[src/rtl/qmac_accum.sv]
// Fixed-point dot-product accumulator: sums LEN sign-magnitude products plus a bias
// and returns a saturated sign-magnitude result through a valid/ready handshake.
module qmac_accum #(
  parameter int N   = 16,
  parameter int Q   = 8,
  parameter int LEN = 4
) (
  input  logic         clk,
  input  logic         rst,
  input  logic [N-1:0] bias,
  input  logic         in_valid,
  output logic         in_ready,
  input  logic [N-1:0] in_data,
  input  logic         in_ovf,
  output logic         out_valid,
  input  logic         out_ready,
  output logic [N-1:0] out_data,
  output logic         out_sat,
  output logic         busy
);

  // state | meaning
  // IDLE  | waiting for the first product of a vector
  // ACC   | vector partially accumulated
  // OUT   | result pending until the consumer takes it

  localparam int CW = $clog2(LEN + 1);
  localparam int W  = N + CW;
  localparam logic [W-1:0] MAXMAG = {{(W-N+1){1'b0}}, {(N-1){1'b1}}};

  if (LEN < 1 || LEN > 256) begin : g_len_chk
    $error("qmac_accum: LEN must be in 1..256");
  end
  if (Q < 0 || Q > N - 1) begin : g_q_chk
    $error("qmac_accum: Q must be in 0..N-1");
  end

  typedef enum logic [1:0] {IDLE, ACC, OUT} state_t;

  state_t              state;
  logic signed [W-1:0] acc;
  logic [CW-1:0]       cnt;
  logic                sat_flag;

  logic                take;
  logic                last;
  logic signed [W-1:0] base;
  logic signed [W-1:0] term;
  logic signed [W-1:0] sum_next;
  logic                neg;
  logic [W-1:0]        abs_sum;
  logic                res_sat;
  logic                ovf_next;
  logic [N-1:0]        res;

  // Negative zero maps to zero because -0 == 0 in two's complement.
  function automatic logic signed [W-1:0] sm_to_tc(input logic [N-1:0] sm);
    logic signed [W-1:0] mag;
    mag = signed'({{(W-N+1){1'b0}}, sm[N-2:0]});
    return sm[N-1] ? -mag : mag;
  endfunction

  always_comb begin
    take     = in_valid & in_ready;
    base     = (state == IDLE) ? sm_to_tc(bias) : acc;
    term     = sm_to_tc(in_data);
    sum_next = base + term;
    neg      = sum_next[W-1];
    abs_sum  = neg ? unsigned'(-sum_next) : unsigned'(sum_next);
    res_sat  = abs_sum > MAXMAG;
    // neg implies a nonzero magnitude, so negative zero never appears
    res      = res_sat ? {neg, MAXMAG[N-2:0]} : {neg, abs_sum[N-2:0]};
    ovf_next = ((state == ACC) & sat_flag) | in_ovf;
    last     = (state == IDLE) ? (LEN == 1) : (cnt == CW'(LEN - 1));
  end

  always_ff @(posedge clk or posedge rst) begin
    if (rst) begin
      state     <= IDLE;
      acc       <= '0;
      cnt       <= '0;
      sat_flag  <= 1'b0;
      in_ready  <= 1'b0;
      out_valid <= 1'b0;
      out_data  <= '0;
      out_sat   <= 1'b0;
      busy      <= 1'b0;
    end else begin
      case (state)
        IDLE, ACC: begin
          in_ready <= 1'b1;
          if (take) begin
            acc      <= sum_next;
            cnt      <= (state == IDLE) ? CW'(1) : cnt + CW'(1);
            sat_flag <= ovf_next;
            busy     <= 1'b1;
            if (last) begin
              state     <= OUT;
              in_ready  <= 1'b0;
              out_valid <= 1'b1;
              out_data  <= res;
              out_sat   <= ovf_next | res_sat;
            end else begin
              state <= ACC;
            end
          end
        end
        OUT: begin
          if (out_ready) begin
            state     <= IDLE;
            out_valid <= 1'b0;
            in_ready  <= 1'b1;
            busy      <= 1'b0;
          end
        end
        default: state <= IDLE;
      endcase
    end
  end

endmodule

[config.mk]
export PLATFORM = sky130hd
export DESIGN_NAME = qmac_accum
export DESIGN_NICKNAME = d
export VERILOG_FILES = /design/src/rtl/qmac_accum.sv
export SDC_FILE = /design/constraint.sdc
export NUM_CORES = 1
export LEC_CHECK = 0
export CORE_ASPECT_RATIO = 1.2
export CORE_MARGIN = 2
export CORE_UTILIZATION = 56
export CTS_CLUSTER_DIAMETER = 50
export DETAILED_ROUTE_END_ITERATION = 7
export PLACE_DENSITY_LB_ADDON = 0.08
export RECOVER_POWER = 50
export SYNTH_ARGS = -nofsm -noshare
export SYNTH_HDL_FRONTEND = slang
export SYNTH_SLANG_ARGS = --single-unit
[constraint.sdc]
create_clock -name clk -period 4.73 [get_ports clk]
set_input_delay 1.1825 -clock clk [delete_from_list [all_inputs] [get_ports clk]]
set_output_delay 1.1825 -clock clk [all_outputs]
set_load 0.02 [all_outputs]
==> summary.md <==
| Metric | Value |
|---|---|
| Status | finished, violations left |
| Failing checks | max-capacitance violations, max-slew violations, negative setup slack |
| Worst Tran Pin Value | 2.32 ns |
| I/O pin cnt | 57 |
| Vias | between 5k and 6k |
| Port Buffers | 56 |
| Final Hold Fails | 0 |
| Most frequent cell after synthesis | nand2_1 |
| Max Clock Freq | 179 MHz |
| Min-delay worst type | reg -> reg |
| Remaining DRCs | 0 |
| Clock Skews | slightly above 0.007 ns |
| Share of the synthesized area in the top cell type | 27.5% |
| Netlist cell types | 60 |
| Final Max Tran Viols | 46 |
| Register area share after synthesis | 27.5% |
| DR pass1 iterations | 6 |
| DRT Wirelength | 17100 µm |
| Asr flop ratio synth | 100% |
| Largest net degree at the start of global routing | 46 |
| Final setup viols | 20 |
| GPL Wtd Cong | 0.932 |
| Clk_lat worst skew | 0.31 ns |
| Via-to-Cell Ratio | between 6 and 7 |
| Post-DRT Antenna Nets | 0 |
| Synth Instances | approximately 520 |
| Net count, final | 773 |
| Crit path max-delay family | compound AO/OA/AOI/OAI gates |
| Worst relative slew slack | -54.4% |
| Cell Area, Synth | 4090 µm² |
| Final Util | between 80% and 90% |
| Setup repair after global routing missed its margin | true |
| WP buf/inv | 4 |
| Final Cycle Share | 118% |
| First-pass GRT wire length | 23400 µm |
| CP startpoint kind | primary input |
| Required time of the critical path | between 4 and 5 ns |
| Worst setup path start | bias[4] |
| H-Tree Level Count | 2 |
| Yosys warns | 0 |
| Worst Path Max Fanout | 8 |
| Die ar. | 8000 µm² |
| Hold_buf cts | 0 |
| Clk sink count | 45 |
| Setup total negative slack | -13.79 ns |
| Synth Area per Inst | 7.83 µm² |
| Die width | slightly above 80 µm |
| CP arrival | 5.81 ns |
| Initial antenna violation count | 0 |
| Syn_nets | 583 |
| CP max-delay cell | or3b_4 |
| Final worst setup slack | -0.848 ns |
| WL per Instance | 21.3 µm |
| WS Path Type | in -> reg |
| Crit end category | flip-flop |
| GRT Overall Usage | between 30% and 40% |
| Clock Root Buffer | clkbuf_8 |
| Post-synth EDFFs | 0 |
| Clock buffer count from CTS | 5 |
| P&R area growth vs syn | 56.9% |
| Most used flip-flop cell after synthesis | dfrtp_1 |
| Worst hold start | busy$_DFFE_PP0P_ |
| Dominant cell type by area after synthesis | dfrtp_1 |
| DR iter-0 viols | roughly 760 |
| FF-to-FF setup slack | about 0.15 ns |
| Max cap viols | 1 |
| Starting Density | 57.2% |
| Worst path max stage delay | 0.47 ns |
| Flops & latches, synth | 45 |
| Top cell types by occurrence after synthesis | nand2_1 (63), nor2_1 (56), dfrtp_1 (45) |
| Std-Cell Rows | 34 |
| Final period demand of the worst path | 5.58 ns |
| Worst-path clk slew | ~0.08 ns |
| GR Overflow Total | 0 |
| Floorplan die height | 97.6 µm |
| Maximum clock path buffer count | 2 |
| Top cells by area, synth | dfrtp_1 (28%), ha_1 (7.0%), nand2_1 (5.8%) |
| Detail Placement HPWL | about 9900 µm |
| Critical Path, Cell by Cell | dlygate4sd2_1, nor4_2, or3b_4, buf_4, nand2_1, xor2_1, a21oi_1, ha_1, a21oi_2, o21ai_2, buf_4, a221oi_2, a31oi_1, xor3_2, mux2_4, a211oi_4, a21oi_4, clkbuf_16, a21oi_2 |
| CTS tree | done |
| Share of layout cells above drive strength 1 | 35.6% |
| Vias in the first global route | 5059 |
| Hold_ws | 0.487 ns |
| Critical R2R Launch | state[0]$_DFFE_PP0P_ |
| Diode count | 0 |
| Core area | 7150 µm² |
## logic make-up (layout without fill, tap and decap cells)
group / after synthesis / in the layout / synth area share, %
buffers and inverters: 40 / 231 / 4.04
and+or+nand+nor: 199 / 199 / 23.0
muxes: 3 / 3 / 0.796
DFF: 45 / 45 / 27.5
AOI/OAI and AO/OA: 164 / 164 / 26.7
adders and majority gates: 24 / 24 / 7.53
xor gates and xnor gates: 47 / 47 / 10.4
## layer usage
layer	vias to the layer above	wire length, µm	track usage [%]	share of wire (%)
met4	0	1510	20.9	8.9
met1	2446	5780	41.4	34
met3	173	1630	5.39	9.5
met5	-	0	0	0
li1	2280	-	-	-
met2	455	8150	65.5	48
## per-stage QoR
| stage | setup WS, ns | area (µm²) | cells |
|---|---|---|---|
| CTS | -0.305 | 6280 | 800 |
| floorplan | -0.236 | 4190 | 522 |
| detailed placement | -1.14 | 5760 | 775 |
| global route | -0.953 | 6410 | 803 |
| global placement | -0.977 | 5760 | 775 |
| finish | -0.848 | 6410 | 803 |
## worst paths after layout
path / endpoint / cells past startpoint
max in group asynchronous: state[1]$_DFFE_PP0P_ / 3
hold reg to reg: busy$_DFFE_PP0P_ / 2
hold / removal: busy$_DFFE_PP0P_ / 2
setup reg to reg: out_data[6]$_DFFE_PP0P_ / 16
min in group asynchronous: acc[15]$_DFFE_PP0P_ / 3
setup / recovery: out_data[6]$_DFFE_PP0P_ / 19
## layout by cell type (no fill, tap or decap), drive strengths merged, types with 10 or more instances in the layout
cell type / count
xnor2: 22
ha: 23
o31ai: 11
xor2: 24
a21oi: 54
o21ai: 41
buf: 152
nand2: 63
inv: 14
nor2: 56
nand3: 14
dlygate4sd2: 10
dfrtp: 45
clkdlybuf4s50: 40
nor3: 13
## worst register-to-register path, cell delays in order (launching register included)
cell	delay, ns
dfrtp_1	0.50
nor2_2	0.27
buf_4	0.41
nor2_1	0.17
a21oi_1	0.20
ha_1	0.29
a21oi_2	0.30
o21ai_2	0.18
buf_4	0.17
a221oi_2	0.32
a31oi_1	0.28
xor3_2	0.41
mux2_4	0.34
a211oi_4	0.28
a21oi_4	0.09
clkbuf_16	0.18
a21oi_2	0.14
## layout make-up
class	instances	area, µm²
Inverter	15	76.3
Clock buffer	7	86.3
Sequential cell	45	1130
Fill cell	318	732
Clock inverter	1	30.0
Multi-Input combinational cell	437	3250
Timing Repair Buffer	208	1730
Tap cell	90	113
## flip-flops by register name, indices dropped and copies added (netlist names)
register   cells
sat_flag       1
out_valid      1
acc           19
cnt            3
state          2
out_sat        1
in_ready       1
busy           1
out_data      16
## what timing repair did
action                                  CTS  global route
endpoints found under the hold margin     0             0
gates cloned                              1             0
buffers inserted                         16             3
endpoints found under the setup margin   22            18
resized for setup                        87            20
pin swaps                                54             7
Power is not shown: default switching activity piles up to over one toggle a cycle in this logic, so the estimate is an artifact.
